`src/rtl/bake_countdown.sv`:
```
// bake_countdown: oven sequencer with preheat ramp, BCD MM:SS countdown and 4-digit display; define PAUSE_EN to honour pause_n
module bake_countdown #(
  parameter int AMBIENT = 70,
  parameter int STEP = 25,
  parameter int BLANK = 11
) (
  input  logic       clk,
  input  logic       rst,
  input  logic       en,
  input  logic       tick,
  input  logic       start,
  input  logic [9:0] load_temp,
  input  logic [9:0] load_min,
  input  logic       pause_n,
  input  logic       disp_sel,
  output logic [3:0] digit0,
  output logic [3:0] digit1,
  output logic [3:0] digit2,
  output logic [3:0] digit3,
  output logic       ready_led,
  output logic       done,
  output logic [1:0] state
);
  typedef enum logic [1:0] {IDLE, PREHEAT, COOK, DONE} mode_t;
`ifdef PAUSE_EN
  localparam logic pause_on = 1'b1;
`else
  localparam logic pause_on = 1'b0;
`endif
  localparam logic [3:0] blk = 4'(BLANK);
  mode_t st, nxt;
  logic [9:0] cur, tgt, n_cur, n_tgt, lt, lm;
  logic [3:0] m1, m0, s1, s0, n_m1, n_m0, n_s1, n_s0;
  logic [10:0] sum;
  logic tk, ld, zero;
  always_comb begin
    tk = tick & (pause_n | ~pause_on);
    ld = start & en & (st == IDLE | st == DONE);
    lt = load_temp > 10'd999 ? 10'd999 : load_temp;
    lm = load_min > 10'd99 ? 10'd99 : load_min;
    sum = {1'b0, cur} + 11'(STEP);
    zero = {m1, m0, s1, s0} == 16'd0;
    nxt = st;
    n_cur = cur;
    n_tgt = tgt;
    n_m1 = m1;
    n_m0 = m0;
    n_s1 = s1;
    n_s0 = s0;
    if (!en) begin
      nxt = IDLE;
      n_cur = '0;
      n_tgt = '0;
      n_m1 = '0;
      n_m0 = '0;
      n_s1 = '0;
      n_s0 = '0;
    end else if (ld) begin
      nxt = PREHEAT;
      n_tgt = lt;
      n_cur = 10'(AMBIENT) < lt ? 10'(AMBIENT) : lt;
      n_m1 = 4'(lm / 10'd10);
      n_m0 = 4'(lm % 10'd10);
      n_s1 = '0;
      n_s0 = '0;
    end else if (st == PREHEAT) begin
      nxt = cur == tgt ? COOK : PREHEAT;
      n_cur = !tk ? cur : sum > {1'b0, tgt} ? tgt : sum[9:0];
    end else if (st == COOK) begin
      nxt = zero ? DONE : COOK;
      if (tk & ~zero) begin
        n_s0 = s0 == 4'd0 ? 4'd9 : s0 - 4'd1;
        n_s1 = s0 != 4'd0 ? s1 : s1 == 4'd0 ? 4'd5 : s1 - 4'd1;
        n_m0 = (s1 | s0) != 4'd0 ? m0 : m0 == 4'd0 ? 4'd9 : m0 - 4'd1;
        n_m1 = (s1 | s0 | m0) != 4'd0 ? m1 : m1 - 4'd1;
      end
    end
  end
  always_ff @(posedge clk) begin
    if (rst) begin
      st <= IDLE;
      cur <= '0;
      tgt <= '0;
      m1 <= '0;
      m0 <= '0;
      s1 <= '0;
      s0 <= '0;
      digit3 <= blk;
      digit2 <= blk;
      digit1 <= blk;
      digit0 <= blk;
      ready_led <= 1'b0;
      done <= 1'b0;
      state <= '0;
    end else begin
      st <= nxt;
      cur <= n_cur;
      tgt <= n_tgt;
      m1 <= n_m1;
      m0 <= n_m0;
      s1 <= n_s1;
      s0 <= n_s0;
      digit3 <= st == IDLE ? blk : st == DONE ? 4'd0 : disp_sel ? blk : m1;
      digit2 <= st == IDLE ? blk : st == DONE ? 4'd0 : disp_sel ? 4'(cur / 10'd100) : m0;
      digit1 <= st == IDLE ? blk : st == DONE ? 4'd0 : disp_sel ? 4'((cur / 10'd10) % 10'd10) : s1;
      digit0 <= st == IDLE ? blk : st == DONE ? 4'd0 : disp_sel ? 4'(cur % 10'd10) : s0;
      ready_led <= st == COOK;
      done <= st == COOK && nxt == DONE;
      state <= st;
    end
  end
endmodule

```
`config.mk`:
```
export PLATFORM = sky130hd
export DESIGN_NAME = bake_countdown
export DESIGN_NICKNAME = d
export VERILOG_FILES = /design/src/rtl/bake_countdown.sv
export SDC_FILE = /design/constraint.sdc
export NUM_CORES = 1
export LEC_CHECK = 0
export ABC_AREA = 1
export CAP_MARGIN = 15
export CORE_MARGIN = 4
export CORE_UTILIZATION = 30
export CTS_CLUSTER_SIZE = 14
export DETAILED_ROUTE_END_ITERATION = 8
export PLACE_DENSITY_LB_ADDON = 0.2
export SYNTH_ARGS = -nofsm -noshare
export SYNTH_HDL_FRONTEND = slang
export SYNTH_SLANG_ARGS = --single-unit
```
`constraint.sdc`:
```
create_clock -name clk -period 7.4 [get_ports clk]
set_input_delay 1.48 -clock clk [delete_from_list [all_inputs] [get_ports clk]]
set_output_delay 1.48 -clock clk [all_outputs]
set_load 0.01 [all_outputs]
```
# Yosys cells after proc, flatten, opt, wreduce, memory -nomap -nowiden
# Cells that the tools add are included.
[totals]
elab_cells = 108
input_bits = 27
register_bits = 58
output_inout_bits = 20
[op_classes]
n_reduce_logical = 23
addsub = 5
n_lt_le_gt_ge = 4
div = 6
muxes = 34
eq_ne = 8
bitwise_logic = 10
[op_table]
columns = ["operator", "n"]
rows = [
  ["$mux W4", 21],
  ["$mux W10", 7],
  ["$mod A10 B4 Y10 const B", 3],
  ["$div A10 B4 Y10 const B", 2],
  ["$logic_not A16 Y1", 1],
  ["$sub A4 B1 Y4 const B", 4],
  ["$logic_not A4 Y1", 3],
  ["$reduce_and A4 Y1", 3],
  ["$reduce_bool A4 Y1", 3],
  ["$add A10 B5 Y11 const B", 1],
  ["$gt A11 B10 Y1", 1],
  ["$div A10 B7 Y10 const B", 1],
  ["$eq A10 B10 Y1", 1],
  ["$gt A10 B10 Y1 const B", 1],
  ["$gt A10 B7 Y1 const B", 1],
  ["$lt A7 B10 Y1 const A", 1],
  ["$mux W2", 5],
  ["$or A4 B4 Y4", 2],
  ["$reduce_bool A2 Y1", 4],
  ["$eq A2 B2 Y1 const B", 3],
  ["$ne A2 B2 Y1 const B", 3],
  ["$reduce_or A3 Y1", 2],
  ["$not A1 Y1", 4],
  ["$reduce_or A2 Y1", 2],
  ["9 further kinds", 11],
]

# Longest topological paths before layout
[depth]
word_depth = 8
ltp_mapped = 55
depth_no_buf = 54

# Least setup slack after synthesis
# No wires, ideal clock.
[synth_timing]
path_kind = "reg2reg"
from = "register cur[9]"
to = "register digit1[3]"
setup_ps = 112
arrival_ps = 4344
n_path_buf = 1
setup_slack_ps = 2944
path_stages_with_launch = 49
synth_period_minus_slack_ps = 4456
path_cell_list = "dfxtp_1 buf_6 inv_6 nand2_4 nand4_4 nand2_4 nand2_1 nand2_2 inv_2 o21ai_1 nand2_2 nand2_2 nand2_4 nand2_4 nand2_1 nand2_1 inv_2 nand2_2 [... 13 more ...] nand2_2 nand2_1 inv_1 ha_1 inv_1 nor3_1 nand2_2 nand3_4 nand2_1 nand2_1 inv_1 ha_1 xor2_1 nand2_1 nand2_1 nand2_1 nand2_1 nand2_1"
[synth_via]
elab_chain_cells = 4
[synth_lines]
columns = ["element", "line", "rtl"]
rows = [
  ["from (decl)", "32", "logic [9:0] cur, tgt, n_cur, n_tgt, lt, lm;"],
  ["from (signal assigned)", "97", "cur <= n_cur;"],
  ["$div A10 B4 Y10", "105", "digit1 <= st == IDLE ? blk : st == DONE ? 4'd0 : disp_sel ? 4'((cur / 10'd10) % 10'd10) : s1;"],
  ["$mod A10 B4 Y10", "105", ""],
  ["$mux W4 (2 in a row)", "105", ""],
  ["to (signal assigned)", "90", "digit1 <= blk;"],
  ["to (signal assigned)", "105", ""],
  ["to (decl)", "17", "output logic [3:0] digit1,"],
]
# No other way between the ends.
# A chain may end at the register's enable or synchronous reset.

# Worst setup path in the final report
[layout_timing]
from = "register cur[8]"
to = "register digit1[3]"
# The elaborated chain is that of the path after synthesis.

==> metrics.md <==
| Metric | Value |
|---|---|
| DIE HEIGHT | 138 µm |
| Dpl ws | 1970 ps |
| Placer Congestion | 0.795 |
| CP startpoint kind | register |
| Yosys reg bits | 58 |
| Largest net degree at the start of global routing | 33 |
| Final ANT Viol Nets | 0 |
| Clock Path Buffers | 2 |
| Actual slew at the worst max-slew pin | 973 ps |
| Drt drc | 0 |
| Fin Hold WS | 484 ps |
| Post-route cell area | 5950 µm² |
| RSZ-0062 raised after global routing | no |
| Outcome | complete, no violations |
| Cell accounting for the most synthesized area | dfxtp_1 |
| Setup bufs post-CTS | 0 |
| Most frequent cell after synthesis | nand2_1 |
| CTS resizes | 0 |
| Fin crit share | 72.6% |
| 1st-iter DRT viols | 275 |
| Pwr Total | 1.02 mW |
| Critical path's most frequent cell | nand2_2 |
| Final critical-path required period | 5370 ps |
| Io pins | 47 |
| Setup Total Neg Slack | 0 ps |
| Worst skew pair latency | 330 ps |
| Post-synthesis sequential area ratio | 23.0% |
| CTS Sinks | 58 |
| Synth top cells by count | 155 x nand2_1, 104 x inv_1, 61 x nor2_1, 58 x dfxtp_1, 57 x nand3_1 |
| Slew Limit Fails | 0 |
| Yosys Warn Count | 0 |
| Initial antenna violation count | 0 |
| Die X | 138 µm |
| Post-synth top area share | 23.0% |
| Layout filler cell count | 1847 |
| Post-Synthesis Cells | 757 |
| Synth Flop Type | dfxtp_1 |
| Clk pin slew, worst setup/hold paths | 50 ps |
| Synthesized net count | 811 |
| Nets | 851 |
| H-tree Lvls | 3 |
| Worst path slowest cell | dfxtp_1 |
| Antenna diodes | 0 |
| Post-synth EDFFs | 0 |
| Synth area leaders | dfxtp_1 23%, nand2_1 12%, inv_1 7.7% |
| Routed WL | 12.9 mm |
| WL/cell | 12.6 µm |
| Peak VDD IR | 0.135 mV |
| CTS tree | yes |
| Slew headroom | 35.1% |
| Critical path capture point type | register |
| Req. time, crit path | 7620 ps |
| Setup slack after layout | 2030 ps |
| Critical path class | register to register |
| Die area | 19000 µm² |
| Max_cap viols | 0 |
| Initial Utilization | 30.6% |
| Fmax | 186 MHz |
| Final Hold Fails | 0 |
| Dpl cell area | 5660 µm² |
| Gr ovfl total | 0 |
| Hold Crit Class | register to register |
| Detailed Place HPWL | 10.2 mm |
| Largest stage delay, worst path | 730 ps |
| Post-Syn Area | 5050 µm² |
| FP Rows | 47 |
| Detailed-route via count | 4830 |
| Root Buffer | clkbuf_16 |
| FFs w/ async S/R, synth | 0% |
| Core area | 16500 µm² |
| Finish-stage setup viols | 0 |
| Total track usage | 14.4% |
| Number of vias per cell | 4.73 |
| Crit path DAT | 5590 ps |
| First-pass GRT wire length | 22.0 mm |
| Synthesis-to-layout area growth | 17.7% |
| Post-synth cell types | 58 |
| Input/output buffers | 45 |
| Final worst clock skew | 7.58 ps |
| Largest fanout on the critical path | 10 |
| Power Density | 172 nW/µm² |
| Syn avg cell area | 6.68 µm² |
| Vias in the first global route | 4641 |
| Total CTS buffers | 9 |
| # hold bufs at CTS | 0 |
| Leak pwr | 2.71 nW |
| Layout cell share with drive strength beyond 1 | 12.2% |
| Pre-antenna DRT Iters | 5 |
-- path summary, 6_finish.rpt --
path | slack, ps | end | from | depth (start not counted)
worst min register to register | 480 | digit3[3] | m1[3] | 2
worst max-delay path | 2030 | digit1[3] | cur[8] | 45
worst max register to register | 2030 | digit1[3] | cur[8] | 45
worst min-delay path | 480 | digit3[3] | m1[3] | 2
-- power breakdown --
group	switching, mW	internal (mW)	leakage, nW
Combinational	0.181	0.108	2.10
Clock	0.138	0.266	0.142
Sequential	0.00977	0.321	0.470
-- layer usage --
metal,wire (µm),vias up,share of wire [%],GRT usage [%]
li1,-,2580,-,-
met1,6480,2181,50,19.5
met2,5860,63,45,23.2
met3,485,6,3.8,3.10
met4,85,0,0.66,4.06
met5,0,-,0,0
-- area by class of cell --
type	instances	area (µm²)	area share, %
Timing Repair Buffer	47	465	7.83
Sequential cell	58	1160	19.5
Tap cell	220	275	4.63
Clock inverter	3	40.0	0.673
Multi-Input combinational cell	557	3260	54.9
Inverter	124	495	8.33
Clock buffer	12	246	4.14
-- cell usage in the layout (no fill, tap or decap), types with 6 or more instances in the layout --
cell             instances
ha_1                    27
xor2_1                  22
o21ai_0                 47
a21oi_1                 46
nand2_4                 11
nand3_1                 57
clkbuf_16                9
dfxtp_1                 58
o211ai_1                 6
inv_1                  104
a221oi_1                 8
nand4_1                  9
a31oi_1                  7
nand3_2                 10
clkdlybuf4s50_1         45
nand2_2                 29
nand2_1                155
inv_2                   12
nor3_1                  11
nor2_1                  61
-- flip-flops by register name (all words and copies together), names as in the netlist --
| signal | cells |
|---|---|
| state | 2 |
| digit3 | 4 |
| digit1 | 4 |
| s1 | 4 |
| st | 2 |
| s0 | 4 |
| m0 | 4 |
| digit0 | 4 |
| tgt | 10 |
| cur | 10 |
| digit2 | 4 |
| done | 1 |
| ready_led | 1 |
| m1 | 4 |
-- logic make-up (layout without fill, tap and decap cells) --
| group | count (synthesis) | after routing | share of synthesized area [%] |
|---|---|---|---|
| muxes | 2 | 2 | 0.470 |
| and+or+nand+nor | 366 | 366 | 36.7 |
| xor gates and xnor gates | 23 | 23 | 3.99 |
| DFF | 58 | 58 | 23.0 |
| adders and majority gates | 27 | 27 | 6.68 |
| AOI/OAI and AO/OA | 139 | 139 | 16.7 |
| buffers and inverters | 142 | 186 | 12.5 |
-- critical path: cells and delay by family, from the launching register on --
kind	cells	cell delay, ps
and+or+nand+nor	37	3730
adders and majority gates	2	320
DFF	1	730
xor gates and xnor gates	1	140
buffers and inverters	5	350
-- per-stage QoR --
stage	util [%]	std cells
3_3_place_gp	34.3	1006
4_1_cts	36.0	1021
2_1_floorplan	-	757
3_5_place_dp	34.3	1006
5_1_grt	36.0	1021
6_report	36.0	1021
Power figures use the tool's default switching activity.
